--- src/rtl/regfile_wb_arbiter.sv ---
// Write-back arbiter for the register file's single write port: memory loads win
// by default, and an aging counter forces the ALU through after STARVE_LIMIT losses.
module regfile_wb_arbiter #(
  parameter int DATA_W       = 64,
  parameter int ADDR_W       = 5,
  parameter int STARVE_LIMIT = 3
) (
  input  logic              clk,
  input  logic              rst,
  input  logic              alu_valid,
  input  logic [ADDR_W-1:0] alu_rd,
  input  logic [DATA_W-1:0] alu_data,
  output logic              alu_ready,
  input  logic              mem_valid,
  input  logic [ADDR_W-1:0] mem_rd,
  input  logic [DATA_W-1:0] mem_data,
  output logic              mem_ready,
  output logic              regWR,
  output logic [ADDR_W-1:0] Rd,
  output logic [DATA_W-1:0] dataWrite,
  output logic              wb_src,
  output logic              alu_forced
);

  typedef enum logic {MEM_PRIO, FORCE_ALU} state_t;

  localparam logic [3:0]        LIMIT    = 4'(STARVE_LIMIT);
  localparam logic [ADDR_W-1:0] ZERO_REG = ADDR_W'(31);

  state_t            state;
  logic [3:0]        loseCnt;
  logic              aluXfer;
  logic              memXfer;
  logic [ADDR_W-1:0] grantRd;
  logic [DATA_W-1:0] grantData;

  always_comb begin
    alu_ready = 1'b0;
    mem_ready = 1'b0;
    if (state == FORCE_ALU) begin
      alu_ready = alu_valid;
      mem_ready = mem_valid && !alu_valid;
    end else begin
      mem_ready = mem_valid;
      alu_ready = alu_valid && !mem_valid;
    end
  end

  assign aluXfer   = alu_valid && alu_ready;
  assign memXfer   = mem_valid && mem_ready;
  assign grantRd   = memXfer ? mem_rd : alu_rd;
  assign grantData = memXfer ? mem_data : alu_data;

  assign alu_forced = (state == FORCE_ALU);

  always_ff @(posedge clk or posedge rst) begin
    if (rst) begin
      state   <= MEM_PRIO;
      loseCnt <= 4'd0;
    end else begin
      case (state)
        MEM_PRIO: begin
          if (alu_valid && mem_valid) begin
            loseCnt <= loseCnt + 4'd1;
            // Switch on the edge where the count reaches the limit, so the ALU
            // is granted on the (limit+1)-th cycle of its request.
            if (loseCnt + 4'd1 >= LIMIT)
              state <= FORCE_ALU;
          end else begin
            loseCnt <= 4'd0;
          end
        end
        FORCE_ALU: begin
          // Either the ALU is granted now or it dropped its request; both end the episode.
          state   <= MEM_PRIO;
          loseCnt <= 4'd0;
        end
        default: begin
          state   <= MEM_PRIO;
          loseCnt <= 4'd0;
        end
      endcase
    end
  end

  always_ff @(posedge clk or posedge rst) begin
    if (rst) begin
      regWR     <= 1'b0;
      Rd        <= '0;
      dataWrite <= '0;
      wb_src    <= 1'b0;
    end else begin
      regWR <= (aluXfer || memXfer) && (grantRd != ZERO_REG);
      if (aluXfer || memXfer) begin
        Rd        <= grantRd;
        dataWrite <= grantData;
        wb_src    <= memXfer;
      end
    end
  end

endmodule

--- config.mk ---
export PLATFORM = sky130hd
export DESIGN_NAME = regfile_wb_arbiter
export DESIGN_NICKNAME = d
export VERILOG_FILES = /design/src/rtl/regfile_wb_arbiter.sv
export SDC_FILE = /design/constraint.sdc
export NUM_CORES = 1
export LEC_CHECK = 0
export ABC_AREA = 1
export BUFFER_PORTS_ARGS = -buffer_cell sky130_fd_sc_hd__buf_2
export CORE_MARGIN = 5
export CORE_UTILIZATION = 46
export CTS_CLUSTER_SIZE = 30
export DETAILED_ROUTE_END_ITERATION = 8
export PLACE_DENSITY = 0.89
export SKIP_LAST_GASP = 1
export SYNTH_ARGS = -nofsm -noshare
export SYNTH_HDL_FRONTEND = slang
export SYNTH_SLANG_ARGS = --single-unit
--- constraint.sdc ---
create_clock -name clk -period 6.2 [get_ports clk]
set_input_delay 1.55 -clock clk [delete_from_list [all_inputs] [get_ports clk]]
set_output_delay 1.55 -clock clk [all_outputs]
set_load 0.01 [all_outputs]
=== After elaboration in Yosys (flattened, before gate mapping) ===
Index checks and enable logic that the tools add are counted.

* Bitwise logic cells: 1
* Add/subtract/negate cells: 1
* Equality and inequality tests: 1
* Magnitude comparators: 1
* Muxes and demuxes: 9
* Reduce and logical (&&, ||, !) cells: 9

{| class="wikitable"
|+ Operator list
! kind !! count
|-
| $mux W64 || 1
|-
| $pmux W4 S2 || 1
|-
| $logic_and A1 B1 Y1 || 6
|-
| $mux W5 || 1
|-
| $ne A5 B5 Y1 const B || 1
|-
| $add A4 B1 Y4 const B || 1
|-
| $ge A4 B2 Y1 const B || 1
|-
| $mux W1 || 4
|-
| $mux W4 || 1
|-
| $logic_not A1 Y1 || 2
|-
| $pmux W1 S2 || 1
|-
| $logic_or A1 B1 Y1 || 1
|-
| $not A1 Y1 || 1
|}

* Input port bits: 142
* Register bits: 76
* Word-level logic and storage cells: 28
* Output and inout port bits: 74

=== Depth between registers and ports, before layout ===
Gate-level depths: netlist of the first run.

* Depth in word-level cells: 7
* Mapped depth: 9
* Mapped depth without buffers: 8

=== Least setup slack after synthesis of the first run ===
No wires, ideal clock.

* Kind: in2out
* Start point: input port mem_valid
* End point: output port mem_ready
* Slack: 2.686 ns
* Stages: 3
* Buffers on the path: 1
* Arrival time: 1.964 ns
* Required time: 4.650 ns
* Cell sequence: inv_2 -> a21oi_4 -> buf_2

* Longest elaborated chain between the ends: 2

{| class="wikitable"
|+ Ends and longest elaborated chain
! element !! RTL line !! text
|-
| start: declaration || 14 || <nowiki>input logic mem_valid,</nowiki>
|-
| $logic_and A1 B1 Y1 || 42 || <nowiki>mem_ready = mem_valid && !alu_valid;</nowiki>
|-
| $mux W1 (*) || 40 || <nowiki>if (state == FORCE_ALU) begin</nowiki>
|-
| end: declaration || 17 || <nowiki>output logic mem_ready,</nowiki>
|}

Mark *: on every way between the ends. The rest lies on a longest branch, timed or not.

=== Final worst setup path of the first run ===
Same ends and word-level chain as after synthesis.

==> results.cfg, run 1 <==
[outcome]
status = finished clean

[finish]
antenna_cells = 0
final_nets = 760
area_growth_pct = 38.73
final_cell_area_um2 = 4760
fillers = 606
drive_above_1_share_pct = 38.49

[timing]
fin_hold_ws_ns = 0.4953
max_freq_ghz = 0.2788
maxSlewHeadroom_pct = 19.64
fin_skew_ns = 0.008447
rsz0062_at_grt = no
min_period_ns = 3.587
hold_violations = 0
slew_violations = 0
fin_setup_tns_ns = 0
finalSetupViolCount = 0
tightest_slew_ns = 1.205
finalCritPeriodShare_pct = 57.86

[job]
drv_cap = 0

[cts]
cts.path.max_buffers = 2
cts_max_level = 3
hold_buffers = 0
postCtsSetupBuffers = 0
numCtsBuffers = 9
clock-sinks = 76
cts_tree = built
clk_latency_ns = 0.33
cts_resized = 0
cts_root_buf = clkbuf_8
clkTransAtPathRegs_ns = 0.08

[die]
rows = 31
initial_core_util_pct = 47.30
dieArea_um2 = 9285
io_pins = 216
coreArea_um2 = 7253
die_x_um = 96.36
fp.dieH_um = 96.36

[pwr]
seqPwrFrac_pct = 46.1
swShare_pct = 26.97
power.density_nw_per_um2 = 261.2
leakagePower_uw = 0.002464
vdd_drop_max_mv = 0.1334
power_switching_uw = 335.3
clkPwrFrac_pct = 34.7
p_comb_share_pct = 19.2
internal_power_uw = 908.1

[place]
gp_congestion = 0.7790
io_buffers = 215
post-dp-hpwl_um = 7500
place_area_um2 = 4523

[worst_setup_path]
cp_top_family = buffers and inverters
path_cells = buf_2 > inv_2 > a21oi_4 > buf_2
cp_max_fo = 6
cp_common_cell = buf_2
crit_buf_inv = 3
slowest_delay_ns = 0.16
cp.arrival_ns = 2.04
start_kind = input port
criticalPathCategory = in -> out
critPathCaptureType = output pin
cp_slowest_cell = buf_2
cp.required_ns = 4.65

[worst_hold_path]
hp-class = reg -> reg

[drt]
antenna_left = 0
via_count = 3645
route.detailed.drc = 0
wl_per_cell_um = 14.53
routed_wl_um = 10460
drt_pass1_iterations = 5
viasPerCell = 5.063
first_iter_violations = 155

[grt]
grt_usage_pct = 21.33
grt_max_degree = 77
antenna_found_initial = 0
grt_pass1_wl_um = 15460
grt_pass1_vias = 3414
grt-ovfl-total = 0

[logic_synthesis]
ys_warn_count = 0
synth_area_leaders = dfrtp_1 (55%), a21oi_1 (18%), nand2_1 (8.9%), nor2_1 (8.3%), buf_2 (3.4%)
yosysTopAreaCell = dfrtp_1
seq_area_frac_synth_pct = 55.43
ys_seq_elements = 76
synth_nets = 560
syn_area_per_cell_um2 = 8.247
synth_top_area_share_pct = 55.43
yosysUniqueCellTypes = 15
netlist_area_um2 = 3431
syn_inst = 416
-- tightest hold or removal path: cells and delay by family (launching register included) --
family | cells | cell delay [ns]
flip-flops | 1 | 0.35
AND/OR/NAND/NOR | 2 | 0.12
-- layer usage --
layer  vias up  GRT usage, %  wire length [um]
li1       1770             -                 -
met1      1660         25.29              3935
met2       199         38.53              5319
met3        16         4.613              1061
met4         0         6.425               145
met5         -             0                 0
-- cell usage after synthesis --
| cell | n |
|---|---|
| ha_1 | 2 |
| xnor2_1 | 1 |
| xor2_1 | 1 |
| inv_2 | 2 |
| inv_1 | 6 |
| buf_2 | 23 |
| o21ai_0 | 4 |
| nand3_1 | 6 |
| a31oi_1 | 6 |
| nor2_1 | 76 |
| a21oi_1 | 125 |
| clkbuf_1 | 6 |
| dfrtp_1 | 76 |
| a21oi_4 | 1 |
| nand2_1 | 81 |
-- power by group through the flow --
stage                     clock network, uW  registers (uW)  logic, uW
final                                   432             573        239
after global routing                    467             579        265
after CTS                               441             573        242
after detailed placement                  0             581        242
after global placement                    0             580        233
after floorplan                           0             604       96.3
-- logic make-up (layout without fill, tap and decap cells) --
family / count (synthesis) / count (layout) / share of synthesized area (%)
and+or+nand+nor: 163 / 163 / 18.05
xor gates and xnor gates: 2 / 2 / 0.5107
AOI/OAI and AO/OA: 136 / 136 / 20.39
DFF: 76 / 76 / 55.43
buffers and inverters: 37 / 242 / 4.887
adders and majority gates: 2 / 2 / 0.7293
-- cell type report --
| cell class | count | area, um^2 | area share (%) |
|---|---|---|---|
| Clock buffer | 13 | 168.9 | 3.549 |
| Clock inverter | 3 | 67.56 | 1.420 |
| Tap cell | 99 | 123.9 | 2.603 |
| Multi-Input combinational cell | 303 | 1369 | 28.76 |
| Timing Repair Buffer | 218 | 1099 | 23.08 |
| Sequential cell | 76 | 1902 | 39.96 |
| Inverter | 8 | 30.03 | 0.6309 |
-- stage by stage --
| stage | util [%] | cells | setup WS [ns] | total power (uW) |
|---|---|---|---|---|
| global route | 65.62 | 720 | 2.562 | 1312 |
| finish | 65.62 | 720 | 2.613 | 1243 |
| floorplan | - | 416 | 2.686 | 700.0 |
| detailed placement | 62.36 | 704 | 2.543 | 822.9 |
| global placement | 62.36 | 704 | 2.616 | 813.2 |
| CTS | 65.62 | 720 | 2.607 | 1255 |
-- placed cells by master, fill, tap and decap left out, types with 2 or more instances in the layout --
cell type	n
a21oi_1	125
a31oi_1	6
buf_2	215
buf_4	3
bufinv_16	2
clkbuf_8	12
dfrtp_1	76
ha_1	2
inv_1	4
inv_2	4
nand2_1	81
nand3_1	6
nor2_1	75
o21ai_0	4
-- state kept, by name, summed over array words and instances, names as in the netlist --
signal,cells
regWR,1
loseCnt,4
Rd,5
alu_forced,1
dataWrite,64
wb_src,1
-- worst paths after layout --
kind / startpoint / slack (ns) / endpoint / cells past startpoint
max: mem_valid / 2.61 / mem_ready / 4
max reg2reg: alu_forced$_DFF_PP0_ / 3.83 / regWR$_DFF_PP0_ / 8
min in group asynchronous: rst / 1.49 / dataWrite[31]$_DFFE_PP0P_ / 3
min: wb_src$_DFFE_PP0P_ / 0.50 / wb_src$_DFFE_PP0P_ / 2
max in group asynchronous: rst / 4.10 / dataWrite[35]$_DFFE_PP0P_ / 3
min reg2reg: wb_src$_DFFE_PP0P_ / 0.50 / wb_src$_DFFE_PP0P_ / 2
(Power assumes the default switching activity.)
==> run 2, diff against run 1 <==
--- a/config.mk
+++ b/config.mk
@@ -5,13 +5,13 @@
 export SDC_FILE = /design/constraint.sdc
 export NUM_CORES = 1
 export LEC_CHECK = 0
-export ABC_AREA = 1
+export ABC_AREA = 0
 export BUFFER_PORTS_ARGS = -buffer_cell sky130_fd_sc_hd__buf_2
 export CORE_MARGIN = 5
-export CORE_UTILIZATION = 46
+export CORE_UTILIZATION = 44
 export CTS_CLUSTER_SIZE = 30
 export DETAILED_ROUTE_END_ITERATION = 8
-export PLACE_DENSITY = 0.89
+export PLACE_DENSITY = 0.83
 export SKIP_LAST_GASP = 1
 export SYNTH_ARGS = -nofsm -noshare
 export SYNTH_HDL_FRONTEND = slang
==> constraint.sdc (replaced) <==
create_clock -name clk -period 3.6 [get_ports clk]
set_input_delay 0.9 -clock clk [delete_from_list [all_inputs] [get_ports clk]]
set_output_delay 0.9 -clock clk [all_outputs]
set_load 0.01 [all_outputs]
==> run 2 against run 1 <==
  * Sequential power is 71% higher
  * Combinational power is 89% higher
  * Die area is 13% higher
  * Worst setup slack worse by 1.5 ns
  * Synthesized area is 9.2% higher
  * Cell count is 0.69% higher
  * Routed wire length is 8.7% higher
  * Sequential share of layout area is 2.0 points lower
  * Highest routed layer unchanged
==> results.cfg, run 2 <==
[outcome]
status = finished clean

[die]
dieArea_um2 = 10460
initial_core_util_pct = 45.35
rows = 33
coreArea_um2 = 8258
io_pins = 216
fp.dieH_um = 102.3
die_x_um = 102.3

[finish]
drive_above_1_share_pct = 40.00
final_nets = 760
final_cell_mix = buf_2 (215), nor2_1 (79), dfrtp_1 (76)
area_growth_pct = 33.75
layout_commonest_cell = buf_2
fillers = 727
utilization_pct = 60.65
largest-register = dataWrite
largest_reg_flops = 64
antenna_cells = 0
top_regs = dataWrite: 64 flops, Rd: 5 flops, loseCnt: 4 flops

[timing]
finalSetupViolCount = 0
maxSlewHeadroom_pct = 47.98
rsz0062_at_grt = no
fin_setup_tns_ns = 0
slew_violations = 0
timing.final.ws_setup_ns = 1.155
min_period_ns = 2.445
fin_hold_ws_ns = 0.4863
tightest_slew_ns = 0.7792
max_freq_ghz = 0.4090
hold_violations = 0
fin_skew_ns = 0.007533
finalCritPeriodShare_pct = 67.91

[logic_synthesis]
synth_top_area_share_pct = 50.79
synth_common_cells = nor2_1 (79), dfrtp_1 (76), nand3_1 (67)
synth_most_common_cell = nor2_1
yosysUniqueCellTypes = 26
synth_top_flop_cell = dfrtp_1
ys_seq_elements = 76
synth_area_leaders = dfrtp_1 (51%), a31oi_1 (11%), nand3_1 (9.0%), o21ai_0 (8.6%), nor2_1 (7.9%)
synth-edff-count = 0
ys_warn_count = 0
seq_area_frac_synth_pct = 50.79
netlist_area_um2 = 3745
synth_nets = 570
yosysTopAreaCell = dfrtp_1
async_reset_ff_share_pct = 100.0
syn_inst = 426
syn_area_per_cell_um2 = 8.791

[cts]
clock-sinks = 76
postCtsSetupBuffers = 0
clkTransAtPathRegs_ns = 0.07
numCtsBuffers = 9
cts_root_buf = clkbuf_8
cts.path.max_buffers = 2
cts_tree = built
hold_buffers = 0
cts_max_level = 3
cts_resized = 0
clk_latency_ns = 0.33

[pwr]
vdd_drop_max_mv = 0.1887
total_power_uw = 2144
power.density_nw_per_um2 = 428.1
leakagePower_uw = 0.002354

[grt]
grt-ovfl-total = 0
antenna_found_initial = 0
grt_max_degree = 76
grt_pass1_wl_um = 17820
grt_pass1_vias = 3875
grt_usage_pct = 21.16

[worst_setup_path]
r2r_start = alu_forced$_DFF_PP0_
r2r-end = dataWrite[23]$_DFFE_PP0P_
cp.required_ns = 2.70
critPathCaptureType = output pin
start_kind = input port
cp.arrival_ns = 1.54
cp-endpoint = mem_ready
rrSetupSlack_ns = 1.69
worstRegToRegCells = 4
criticalPathCategory = in -> out
cp_max_fo = 8
crit_path_start = mem_valid

[job]
drv_cap = 0

[drt]
routed_wl_um = 11370
wl_per_cell_um = 15.69
via_count = 3922
drt_pass1_iterations = 4
antenna_left = 0
route.detailed.drc = 0
viasPerCell = 5.410
first_iter_violations = 128

[place]
post-dp-hpwl_um = 8191
gp_congestion = 0.8927
io_buffers = 215
dp_slack_ns = 1.160

[worst_hold_path]
hp-class = reg -> reg
==> run 2: cell types whose count changed after synthesis, sizes merged, moves of 3 or more <==
cell and change:
a21oi -126, a31oi +58, buf -4, clkbuf +19
inv -4, mux2 +5, nand2 -78, nand3 +61
nor2 +3, o21ai +60, o22ai +5
==> run 2: report_power, final <==
group          total [uW]  internal, uW  leakage [uW]  switching [uW]
Clock                 713           423      0.000111             290
Sequential            981           938      0.000873            42.6
Combinational         451           192       0.00137             258
==> run 2: how the worst min path moves through the flow <==
stage | from | endpoint | cells after the start
floorplan | loseCnt[0]$_DFF_PP0_ | loseCnt[0]$_DFF_PP0_ | 1
global placement | wb_src$_DFFE_PP0P_ | wb_src$_DFFE_PP0P_ | 1
detailed placement | wb_src$_DFFE_PP0P_ | wb_src$_DFFE_PP0P_ | 1
CTS | wb_src$_DFFE_PP0P_ | wb_src$_DFFE_PP0P_ | 1
global route | wb_src$_DFFE_PP0P_ | wb_src$_DFFE_PP0P_ | 1
finish | wb_src$_DFFE_PP0P_ | wb_src$_DFFE_PP0P_ | 1
==> run 2: cell type report <==
cell class	instances	area [um^2]	share of cell area [%]
Inverter	4	15.01	0.2998
Timing Repair Buffer	223	1149	22.93
Clock inverter	4	72.57	1.449
Sequential cell	76	1902	37.97
Tap cell	105	131.4	2.623
Clock buffer	11	151.4	3.023
Multi-Input combinational cell	302	1588	31.70
==> run 2: cell families after synthesis <==
kind of cell / count (synthesis) / share of synthesized area [%]
buffers and inverters: 48 / 7.083
AND/OR/NAND/NOR: 155 / 18.28
AO/OA/AOI/OAI: 137 / 20.98
adder cells (fa/ha/maj): 2 / 0.6681
flip-flops: 76 / 50.79
multiplexers: 5 / 1.503
XOR/XNOR: 3 / 0.7018
==> run 2: metrics by stage <==
| stage | cells | instance area [um^2] |
|---|---|---|
| 2_1_floorplan | 426 | 3745 |
| 3_3_place_gp | 710 | 4785 |
| 3_5_place_dp | 710 | 4785 |
| 4_1_cts | 725 | 5009 |
| 5_1_grt | 725 | 5009 |
| 6_report | 725 | 5009 |
==> run 2: metal layers <==
metal,part of all wire [%],wire [um],global-route usage (%),up-vias
li1,-,-,-,1911
met1,40,4571,26.53,1815
met2,50,5714,36.68,179
met3,8.3,939,4.232,17
met4,1.3,148,6.862,0
met5,0,0,0,-
==> run 2: worst max-delay path, cell delays in order <==
cell	delay, ns
buf_2	0.17
a21bo_4	0.25
inv_1	0.09
buf_2	0.14
